===== src/rtl/video_timing_gen.sv =====
// Video timing generator: PLL-lock gated raster counters with registered sync/DE outputs.
module video_timing_gen #(
  parameter int unsigned H_ACTIVE = 640,
  parameter int unsigned H_FP     = 16,
  parameter int unsigned H_SYNC   = 96,
  parameter int unsigned H_BP     = 48,
  parameter int unsigned V_ACTIVE = 480,
  parameter int unsigned V_FP     = 10,
  parameter int unsigned V_SYNC   = 2,
  parameter int unsigned V_BP     = 33,
  parameter int unsigned SETTLE   = 1024
) (
  input  logic       clki,
  input  logic       rst,
  input  logic       pll_locked,
  output logic       running,
  output logic       hsync,
  output logic       vsync,
  output logic       de,
  output logic [9:0] x,
  output logic [9:0] y,
  output logic       frame_start
);

  localparam int unsigned H_TOTAL = H_ACTIVE + H_FP + H_SYNC + H_BP;
  localparam int unsigned V_TOTAL = V_ACTIVE + V_FP + V_SYNC + V_BP;
  localparam int unsigned SW      = (SETTLE > 1) ? $clog2(SETTLE) : 1;

  localparam logic [9:0] H_ACT_L  = 10'(H_ACTIVE);
  localparam logic [9:0] H_SBEG_L = 10'(H_ACTIVE + H_FP);
  localparam logic [9:0] H_SEND_L = 10'(H_ACTIVE + H_FP + H_SYNC);
  localparam logic [9:0] H_LAST_L = 10'(H_TOTAL - 1);
  localparam logic [9:0] V_ACT_L  = 10'(V_ACTIVE);
  localparam logic [9:0] V_SBEG_L = 10'(V_ACTIVE + V_FP);
  localparam logic [9:0] V_SEND_L = 10'(V_ACTIVE + V_FP + V_SYNC);
  localparam logic [9:0] V_LAST_L = 10'(V_TOTAL - 1);
  localparam logic [SW-1:0] SETTLE_LAST = SW'(SETTLE - 1);

  typedef enum logic [1:0] {
    S_WAIT_LOCK,
    S_SETTLE,
    S_RUN
  } state_t;

  state_t        state_q, state_d;
  logic [1:0]    sync_q;
  logic          lock_s;
  logic [SW-1:0] settle_q, settle_d;
  logic [9:0]    hc_q, hc_d;
  logic [9:0]    vc_q, vc_d;

  logic          run;
  logic          running_d, hsync_d, vsync_d, de_d, frame_start_d;
  logic [9:0]    x_d, y_d;

  assign lock_s = sync_q[1];

  // Next state, settle counter and raster counters; counters stay at zero outside RUN
  // so the first RUN cycle always starts a fresh frame at (0,0).
  always_comb begin
    state_d  = state_q;
    settle_d = settle_q;
    hc_d     = '0;
    vc_d     = '0;
    unique case (state_q)
      S_WAIT_LOCK: begin
        settle_d = '0;
        if (lock_s) state_d = S_SETTLE;
      end
      S_SETTLE: begin
        if (!lock_s) begin
          state_d = S_WAIT_LOCK;
        end else if (settle_q == SETTLE_LAST) begin
          state_d = S_RUN;
        end else begin
          settle_d = settle_q + 1'b1;
        end
      end
      S_RUN: begin
        if (!lock_s) begin
          state_d = S_WAIT_LOCK;
        end else if (hc_q == H_LAST_L) begin
          hc_d = '0;
          vc_d = (vc_q == V_LAST_L) ? '0 : vc_q + 1'b1;
        end else begin
          hc_d = hc_q + 1'b1;
          vc_d = vc_q;
        end
      end
      default: state_d = S_WAIT_LOCK;
    endcase
  end

  // Output decode from the current raster position; registered below for one-cycle latency.
  always_comb begin
    run           = (state_q == S_RUN);
    running_d     = run;
    de_d          = run && (hc_q < H_ACT_L) && (vc_q < V_ACT_L);
    hsync_d       = !(run && (hc_q >= H_SBEG_L) && (hc_q < H_SEND_L));
    vsync_d       = !(run && (vc_q >= V_SBEG_L) && (vc_q < V_SEND_L));
    x_d           = run ? hc_q : '0;
    y_d           = run ? vc_q : '0;
    frame_start_d = run && (hc_q == '0) && (vc_q == '0);
  end

  always_ff @(posedge clki) begin
    if (rst) begin
      sync_q      <= '0;
      state_q     <= S_WAIT_LOCK;
      settle_q    <= '0;
      hc_q        <= '0;
      vc_q        <= '0;
      running     <= 1'b0;
      hsync       <= 1'b1;
      vsync       <= 1'b1;
      de          <= 1'b0;
      x           <= '0;
      y           <= '0;
      frame_start <= 1'b0;
    end else begin
      sync_q      <= {sync_q[0], pll_locked};
      state_q     <= state_d;
      settle_q    <= settle_d;
      hc_q        <= hc_d;
      vc_q        <= vc_d;
      running     <= running_d;
      hsync       <= hsync_d;
      vsync       <= vsync_d;
      de          <= de_d;
      x           <= x_d;
      y           <= y_d;
      frame_start <= frame_start_d;
    end
  end

endmodule


===== config.mk =====
export PLATFORM = sky130hd
export DESIGN_NAME = video_timing_gen
export DESIGN_NICKNAME = d
export VERILOG_FILES = /design/src/rtl/video_timing_gen.sv
export SDC_FILE = /design/constraint.sdc
export NUM_CORES = 1
export LEC_CHECK = 0
export ABC_AREA = 1
export CORE_MARGIN = 2
export CORE_UTILIZATION = 36
export DETAILED_ROUTE_END_ITERATION = 16
export PLACE_DENSITY = 0.53
export SLEW_MARGIN = 40
export SYNTH_ARGS = -nofsm -noshare
export SYNTH_HDL_FRONTEND = slang
export SYNTH_SLANG_ARGS = --single-unit

===== constraint.sdc =====
create_clock -name clki -period 2.1 [get_ports clki]
set_clock_uncertainty 0.1 [all_clocks]
set_input_delay 0.21 -clock clki [delete_from_list [all_inputs] [get_ports clki]]
set_output_delay 0.21 -clock clki [all_outputs]
set_load 0.02 [all_outputs]

==> metrics.md, run 1 <==
| Metric | Value |
|---|---|
| Critical path's largest stage delay | `0.37 ns` |
| Clock power share | `a little under half` |
| Seq/Total Area, Yosys | `a little under half` |
| WL final | `4900 um` |
| Seq cells post-synth | `a little under 60` |
| Core ar. | `between 6000 and 7000 um2` |
| Int Pwr | `approximately 0.0017 W` |
| Placement row count | `30` |
| Reg2Reg Setup Slack | `between 0.4 and 0.5 ns` |
| Period utilization | `78.4%` |
| Pleak | `approximately 1.1 nW` |
| Share of layout cells above drive strength 1 | `between 10% and 20%` |
| Share of the synthesized area in the top cell type | `~48%` |
| Final hold vios | `0` |
| Vias/cell | `approximately 4.6` |
| Die Width | `slightly below 90 um` |
| FF-to-FF Start | `hc_q[0]$_SDFF_PP0_` |
| Total grt overflow | `0` |
| Root buffer cell | `clkbuf_8` |
| Met2 GRT Util | `22.8%` |
| Hold path endpoint | `sync_q[0]$_SDFF_PP0_` |
| Vias in the first global route | `between 1500 and 2000` |
| Drt pass-1 iters | `4` |
| Port bufs | `27` |
| Sw frac | `19.7%` |
| GRT Util Overall | `14.5%` |
| H-tree depth | `3` |
| Critical path origin | `hc_q[0]$_SDFF_PP0_` |
| Busiest grt layer | `met2` |
| Power Density | `between 700 and 800 nW/um2` |
| Final setup violation count | `0` |
| Post-route DRC | `0` |
| Unrepaired setup endpoints after global routing | `false` |
| CTS buffer count | `9` |
| Total power | `roughly 0.0022 W` |
| Flop pwr share | `52.0%` |
| CTS tree | `done` |
| Cts hold-fix bufs | `0` |
| Maximum net fanout on the critical path | `4` |
| Crit path kind | `register to register` |
| Max Freq | `approximately 610 MHz` |
| Maximum vdd drop | `~0.00030 V` |
| Placer congestion estimate | `between 0.8 and 0.9` |
| Critical-path top delay cell | `dfxtp_1` |
| Worst Setup Start Kind | `register` |
| Syn Std Cell Area | `about 2500 um2` |
| DP Wirelength | `3660 um` |
| Max transition margin | `between 60% and 70%` |
| Initial drt markers | `122` |
| WL/cell | `approximately 11 um` |
| Synth-to-Final Area Change | `22.5%` |
| CP Cell Sequence | `ha_1 -> nand2_1 -> nor2_1 -> nand2_1 -> nor3_2 -> nand3_1 -> nor2_1 -> nor2_1` |
| Die H | `~87 um` |
| Via Count | `approximately 2100` |
| Post-Syn Instances | `approximately 330` |
| Post-Place Cell Area | `~2800 um2` |
| Switch Pwr | `approximately 0.00042 W` |
| Top cells by instance count after synthesis | `nand2_1 (60), dfxtp_1 (59), nor2_1 (58), inv_1 (38), nand3_1 (18)` |
| Status | `finished clean` |
| Clk slew on worst S/H paths | `0.06 ns` |
| Min-delay worst type | `input pin to register` |
| Measured slew at the worst slew-check pin | `approximately 0.54 ns` |
| Worst-Skew Late Latency | `approximately 0.33 ns` |
| Post-Layout Inst Area | `a little over 3000 um2` |
| Yosys top cell by area | `dfxtp_1` |
| I/O pin cnt | `28` |
| Most numerous cell in the Yosys netlist | `nand2_1` |
| Most frequent CP cell | `nor2_1` |
| Reg2reg path depth | `8` |
| Clk sink count | `between 50 and 60` |
| Met1 GRT Util | `between 10% and 20%` |
| WP data required | `approximately 2.2 ns` |
| N_diodes | `0` |
| Comb pwr share | `about 1.0%` |
| Clock buffer depth | `2` |
| Met3 GRT Util | `~5%` |
| Fin nets | `approximately 370` |
| Largest net degree at the start of global routing | `24` |
| CTS-repair resized insts | `0` |
| Top post-synthesis cells by area | `dfxtp_1 (48%), nand2_1 (9.1%), nor2_1 (8.8%), inv_1 (5.8%), nand3_1 (3.6%)` |
| Min-delay src | `pll_locked` |
| Final antenna-violating net count | `0` |
| Min cycle time layout | `about 1.6 ns` |
| Fin Setup TNS | `0 ns` |
| Worst r2r dst | `vc_q[4]$_SDFFE_PP0P_` |
| Full die area | `between 7000 and 8000 um2` |
| Number of flops mapped to enable cells by yosys | `0` |
| Slew Viols, Final | `0` |
| Yosys cell types | `32` |
| Setup Fix Bufs, Post-CTS | `0` |
| Top_reg_cell synth | `dfxtp_1` |
| Mean Syn Cell Area | `7.61 um2` |
| Synth Net Count | `roughly 330` |
| Initial core utilization | `a little under two fifths` |
| WHS Path Cells | `3` |
| Arrival time worst endpoint | `approximately 1.8 ns` |
| Yosys Warn Count | `0` |
| Initial antenna violation count | `0` |
| Max_cap viols | `0` |
| First-pass GRT wire length | `roughly 8400 um` |
| Worst setup EP type | `register` |
| Ys async rst share | `0%` |
[stage by stage]
step	setup WS [ns]	hold WS [ns]	util [%]	std cells
floorplan	0.595	0.217	-	325
global placement	0.422	0.292	42.2	430
detailed placement	0.446	0.293	42.2	430
CTS	0.450	0.282	45.1	445
global route	0.256	0.317	45.1	445
finish	0.453	0.298	45.1	445
[state kept, by name (all words and copies together), names as in the netlist]
| register | flops |
|---|---|
| de | 1 |
| frame_start | 1 |
| hc_q | 10 |
| hsync | 1 |
| running | 1 |
| settle_q | 10 |
| state_q | 2 |
| sync_q | 2 |
| vc_q | 10 |
| vsync | 1 |
| x | 10 |
| y | 10 |
[metal layers]
metal  wire (um)  vias up  share of wire [%]
li1            -     1106                  -
met1        2320      906                 47
met2        2270       40                 46
met3         194       10                4.0
met4         115        0                2.3
met5           0        -                  0
[power by group through the flow]
stage                     clock network, W  logic [W]  registers (W)
final                              0.00102  0.0000212        0.00112
after global routing               0.00112  0.0000239        0.00112
after CTS                          0.00105  0.0000216        0.00112
after detailed placement                 0  0.0000216        0.00115
after global placement                   0  0.0000213        0.00115
after floorplan                          0  0.0000151        0.00115
[worst max-delay path, delay by kind of cell, from the launching register on]
family                   cells  cell delay [ns]
adder cells (fa/ha/maj)      1             0.20
AND/OR/NAND/NOR              7             0.88
flip-flops                   1             0.37
[kinds of logic after synthesis]
kind of cell / share of synthesized area [%]
AOI/OAI and AO/OA: 5.97
xor gates and xnor gates: 0.709
adders and majority gates: 2.53
buffers and inverters: 8.40
DFF: 47.8
and+or+nand+nor: 34.6
[placed cells by master, fill, tap and decap left out, drive strengths merged, types with 2 or more instances in the layout]
master | netlist | layout
nand3 | 20 | 20
clkdlybuf4s50 | 0 | 27
nor3 | 16 | 16
nand3b | 4 | 4
dfxtp | 59 | 59
nand4 | 7 | 7
xor2 | 2 | 2
a21oi | 15 | 15
inv | 47 | 47
nand2 | 66 | 66
nor2 | 62 | 62
ha | 5 | 5
a31oi | 2 | 2
buf | 3 | 3
o21ai | 5 | 5
o22ai | 2 | 2
nor3b | 4 | 4
clkbuf | 2 | 13
[worst max-delay path by stage]
stage / to / slack (ns) / cells after the start
final: vc_q[4]$_SDFFE_PP0P_ / 0.45 / 8
after global routing: settle_q[1]$_SDFFE_PP0P_ / 0.26 / 9
after CTS: vc_q[4]$_SDFFE_PP0P_ / 0.45 / 8
after detailed placement: hc_q[8]$_SDFF_PP0_ / 0.45 / 7
after global placement: hc_q[2]$_SDFF_PP0_ / 0.42 / 7
after floorplan: settle_q[2]$_SDFFE_PP0P_ / 0.60 / 9
[final cells by class]
type	instances	area, um2
Timing Repair Buffer	30	293
Clock buffer	13	159
Multi-Input combinational cell	214	1080
Fill cell	680	3690
Sequential cell	59	1180
Inverter	47	176
Tap cell	80	100
Clock inverter	2	35.0
No activity file was read; power rests on OpenSTA's default activity.
==> run 2: changes to the inputs <==
clock period = 1.55 ns   (was 2.1 ns; I/O delays follow)
==> run 2 against run 1 <==
  * Clock power is 56% higher
  * Clock-buffer cell count fell by 1
  * Core utilization grew 5.4 points
  * Global-route usage grew 0.96 points
  * Register-to-register slack lost 0.41 ns
  * Worst setup slack worse by 0.41 ns
  * Die area is the same
  * Sequential power grew 36%
  * Routed wire length is 9.1% higher
  * Largest cell class is now multi-input combinational cells
  * Highest routed layer unchanged
==> metrics.md, run 2 (synthesized netlist as in run 1, its figures left out) <==
| Metric | Value |
|---|---|
| DR WL met3 | `173 um` |
| Worst Setup Start Kind | `register` |
| Reg2Reg Setup Slack | `slightly above 0.04 ns` |
| Min-delay worst type | `input pin to register` |
| Clk sink count | `59` |
| FF-to-FF Start | `hc_q[0]$_SDFF_PP0_` |
| WL final | `approximately 5300 um` |
| Synth-to-Final Area Change | `37.0%` |
| Full die area | `about 7500 um2` |
| Die Width | `slightly below 90 um` |
| Status | `finished clean` |
| Max Freq | `approximately 660 MHz` |
| Placer congestion estimate | `0.891` |
| Met2 WL post-DR | `approximately 2600 um` |
| Power Density | `approximately 930 nW/um2` |
| Final hold vios | `0` |
| Met1 WL | `2510 um` |
| Pleak | `approximately 1.2 nW` |
| Clk slew on worst S/H paths | `approximately 0.070 ns` |
| Initial drt markers | `between 80 and 90` |
| I/O pin cnt | `28` |
| Final antenna-violating net count | `0` |
| Top layer in use | `met4` |
| Port bufs | `27` |
| Hold path endpoint | `sync_q[0]$_SDFF_PP0_` |
| Drt pass-1 iters | `4` |
| Root buffer cell | `clkbuf_8` |
| Measured slew at the worst slew-check pin | `0.285 ns` |
| CTS tree | `done` |
| Max_cap viols | `0` |
| Total grt overflow | `0` |
| Min cycle time layout | `about 1.5 ns` |
| Min-delay src | `pll_locked` |
| Final setup violation count | `0` |
| WL/cell | `~11 um` |
| Unrepaired setup endpoints after global routing | `true` |
| Die H | `~87 um` |
| Worst setup EP type | `register` |
| Largest net degree at the start of global routing | `21` |
| Fin nets | `~400` |
| DP Wirelength | `3830 um` |
| Final core utilization | `approximately 50%` |
| CTS buffer count | `9` |
| H-tree depth | `3` |
| Crit path kind | `register to register` |
| Arrival time worst endpoint | `1.63 ns` |
| Most frequent cells in the layout | `nand2_1 (55), dfxtp_1 (54), nor2_1 (53), inv_1 (38), buf_4 (31)` |
| Maximum net fanout on the critical path | `3` |
| Core ar. | `between 6000 and 7000 um2` |
| Max transition margin | `between 80 and 90%` |
| Worst r2r dst | `hc_q[8]$_SDFF_PP0_` |
| Vias in the first global route | `roughly 2100` |
| Placement row count | `30` |
| Vias/cell | `between 4 and 5` |
| WHS Path Cells | `3` |
| WP data required | `between 1.5 and 2 ns` |
| Maximum vdd drop | `about 0.00052 V` |
| Fin Hold WS | `about 0.24 ns` |
| Slew Viols, Final | `0` |
| Period utilization | `a little over nine tenths` |
| First-pass GRT wire length | `~9100 um` |
| Post-route DRC | `0` |
| Commonest non-fill, non-tap cell in the layout | `nand2_1` |
| Reg2reg path depth | `9` |
| Initial antenna violation count | `0` |
| Via Count | `~2200` |
| Worst-Skew Late Latency | `around 0.33 ns` |
| Initial core utilization | `36.8%` |
| Share of layout cells above drive strength 1 | `between 20% and 30%` |
| GRT Util Overall | `about 15%` |
| Clock buffer depth | `2` |
| N_diodes | `0` |
-- run 2: cell count changes in the layout (fill, tap and decap cells not counted), sizes merged --
cell,previous run,this run
clkbuf,13,12
clkinvlp,0,1
bufinv,1,2
buf,3,31
-- run 2: worst max-delay path by stage --
stage	from	endpoint	slack, ns
after floorplan	settle_q[0]$_SDFFE_PP0P_	settle_q[2]$_SDFFE_PP0P_	0.05
after global placement	rst	hc_q[2]$_SDFF_PP0_	-0.007
after detailed placement	rst	hc_q[7]$_SDFF_PP0_	-0.03
after CTS	settle_q[0]$_SDFFE_PP0P_	settle_q[5]$_SDFFE_PP0P_	0.003
after global routing	hc_q[0]$_SDFF_PP0_	vc_q[4]$_SDFFE_PP0P_	-0.03
final	hc_q[0]$_SDFF_PP0_	hc_q[8]$_SDFF_PP0_	0.04
-- run 2: per-stage QoR --
step	setup TNS [ns]	instances	power [W]	cell area, um2	setup WS, ns
2_1_floorplan	0	325	0.00157	2470	0.0454
3_3_place_gp	-0.00796	452	0.00159	3000	-0.00669
3_5_place_dp	-0.0886	452	0.00159	3000	-0.0269
4_1_cts	0	474	0.00318	3290	0.00297
5_1_grt	-0.0805	474	0.00324	3390	-0.0254
6_report	0	474	0.00314	3390	0.0412
-- run 2: routing by layer --
metal,track usage (%),vias up
met5,0,-
met3,2.94,5
met1,18.6,1000
li1,-,1168
met4,7.95,0
met2,26.1,40
-- run 2: cell type report --
type | count | area (um2)
tap | 80 | 100
sequential | 59 | 1190
fill | 679 | 3330
timing repair buffer | 58 | 503
clock inverter | 4 | 72.6
inverter | 47 | 179
multi-input combinational | 214 | 1190
clock buffer | 12 | 155
-- run 2: critical path, cell delays in order (launching register included) --
cell and delay, ns:
dfxtp_2 0.34, ha_4 0.16, nand2_2 0.09, nor2_4 0.04
buf_4 0.13, buf_4 0.12, buf_4 0.12, buf_4 0.12
a31oi_2 0.11, nor3_1 0.06
-- run 2: repair_timing --
| item | in CTS | in global routing |
|---|---|---|
| resized for setup | 6 | 24 |
| setup endpoints to repair | 1 | 29 |
| pin swaps | 5 | 10 |
| setup buffers | 6 | 0 |
| hold buffers | 0 | 0 |
-- run 2: where the power goes --
group	switching [W]	total, W	internal (W)	leakage [nW]
clock	0.000597	0.00159	0.000991	0.113
sequential	0.00000116	0.00152	0.00152	0.478
combinational	0.0000199	0.0000325	0.0000126	0.617
total	0.000618	0.00314	0.00252	1.21
==> run 3: changes to the inputs <==
SKIP_CTS_REPAIR_TIMING = 1   (was unset)
==> run 3 against run 2 <==
  * First-iteration DRC count increased by 4.8%
  * Global-route usage decreased by 0.38 points
  * Sequential power about the same
  * Sequential share of layout area up 0.64 points
  * Largest cell class is now sequential cells
  * Worst setup slack better by 0.017 ns
  * Sequential cell count did not move
  * Clock power hardly changed
==> metrics.md, run 3 (synthesized netlist as in run 1, its figures left out) <==
| Metric | Value |
|---|---|
| Status | `finished clean` |
| Vias/cell | `between 4 and 5` |
| Final setup violation count | `0` |
| Period utilization | `96.3%` |
| Min cycle time layout | `1.49 ns` |
| Die H | `between 80 and 90 um` |
| I/O pin cnt | `28` |
| CTS tree | `done` |
| Vias in the first global route | `roughly 2100` |
| Top layer in use | `met4` |
| Post-route DRC | `0` |
| Power Density | `945 nW/um2` |
| DP Wirelength | `~3800 um` |
| GRT Util Overall | `around 15%` |
| Fin Hold WS | `~0.23 ns` |
| Share of layout cells above drive strength 1 | `21.4%` |
| Initial core utilization | `36.8%` |
| Core ar. | `roughly 6700 um2` |
| Placer congestion estimate | `slightly below 0.9` |
| Worst-Skew Late Latency | `~0.33 ns` |
| Min-delay worst type | `input pin to register` |
| CP Cell Sequence | `clkdlybuf4s50_1` |
| Layout filler cell count | `688` |
| DR WL met3 | `175 um` |
| Initial drt markers | `just under 90` |
| Max transition margin | `around four fifths` |
| Root buffer cell | `clkbuf_8` |
| Die Width | `about 87 um` |
| CTS buffer count | `9` |
| Final hold vios | `0` |
| Worst Setup Start Kind | `register` |
| Synth-to-Final Area Change | `34.5%` |
| Pleak | `1.17 nW` |
| Fin Setup TNS | `0 ns` |
| Total grt overflow | `0` |
| WL/cell | `11.0 um` |
| Worst setup EP type | `primary output` |
| Final core utilization | `49.5%` |
| Drt pass-1 iters | `4` |
| Final antenna-violating net count | `0` |
| Critical-path top delay cell | `clkdlybuf4s50_1` |
| Buf+Inv Stages, Crit Path | `1` |
| Max_cap viols | `0` |
| Max Freq | `approximately 670 MHz` |
| Port bufs | `27` |
| Largest net degree at the start of global routing | `21` |
| Non-filler cells, final | `468` |
| Slew Viols, Final | `0` |
| Arrival time worst endpoint | `1.24 ns` |
| Clock buffer depth | `2` |
| Most frequent cells in the layout | `nand2_1 (55), dfxtp_1 (55), nor2_1 (53), inv_1 (38), clkdlybuf4s50_1 (27)` |
| Maximum net fanout on the critical path | `1` |
| First-pass GRT wire length | `8920 um` |
| WP data required | `1.29 ns` |
| Initial antenna violation count | `0` |
| Unrepaired setup endpoints after global routing | `true` |
| Maximum vdd drop | `between 0.0005 and 0.0006 V` |
| Clk slew on worst S/H paths | `about 0.060 ns` |
| CP top delay family | `buffers and inverters` |
| WL final | `roughly 5200 um` |
| Measured slew at the worst slew-check pin | `0.287 ns` |
| Fin nets | `between 300 and 400` |
| Via Count | `around 2200` |
| Full die area | `approximately 7500 um2` |
| H-tree depth | `3` |
| Critical path's largest stage delay | `~0.6 ns` |
| Clk sink count | `59` |
| N_diodes | `0` |
| Placement row count | `30` |
| Met2 WL post-DR | `2440 um` |
| Met1 WL | `2470 um` |
| Crit path kind | `register to primary output` |
| Placed cell count | `452` |
[run 3: changes by cell type in the layout (fill, tap and decap cells not counted), sizes merged]
cell / delta
buf: -6
[run 3: path summary, 6_finish.rpt]
| kind | start | to | slack, ns | depth (start not counted) |
|---|---|---|---|---|
| setup / recovery | y[0]$_SDFF_PP0_ | y[0] | 0.06 | 1 |
| hold / removal | pll_locked | sync_q[0]$_SDFF_PP0_ | 0.23 | 3 |
| setup reg to reg | settle_q[1]$_SDFFE_PP0P_ | settle_q[7]$_SDFFE_PP0P_ | 0.11 | 9 |
| hold reg to reg | sync_q[0]$_SDFF_PP0_ | sync_q[1]$_SDFF_PP0_ | 0.31 | 2 |
[run 3: layout make-up]
class / count / area (um2) / area share (%)
Sequential cell: 59 / 1190 / 35.7
Multi-Input combinational cell: 214 / 1170 / 35.3
Timing Repair Buffer: 52 / 458 / 13.8
Inverter: 47 / 179 / 5.38
Clock buffer: 12 / 155 / 4.67
Tap cell: 80 / 100 / 3.01
Clock inverter: 4 / 72.6 / 2.18
[run 3: where the power goes]
part	internal, W	switching, W
combinational	0.0000126	0.0000200
clock	0.000991	0.000599
sequential	0.00152	0.00000116
total	0.00252	0.000620
[run 3: routing by layer]
| layer | GRT usage, % | vias to the layer above |
|---|---|---|
| met2 | 25.1 | 41 |
| li1 | - | 1154 |
| met4 | 7.95 | 0 |
| met3 | 2.94 | 7 |
| met1 | 18.4 | 988 |
| met5 | 0 | - |
[run 3: metrics by stage]
stage,worst slack (ns),cell area (um2),total power [W]
6_report,0.0577,3320,0.00314
5_1_grt,-0.0331,3320,0.00324
3_5_place_dp,-0.0269,3000,0.00159
4_1_cts,-0.0120,3230,0.00318
2_1_floorplan,0.0454,2470,0.00157
3_3_place_gp,-0.00669,3000,0.00159
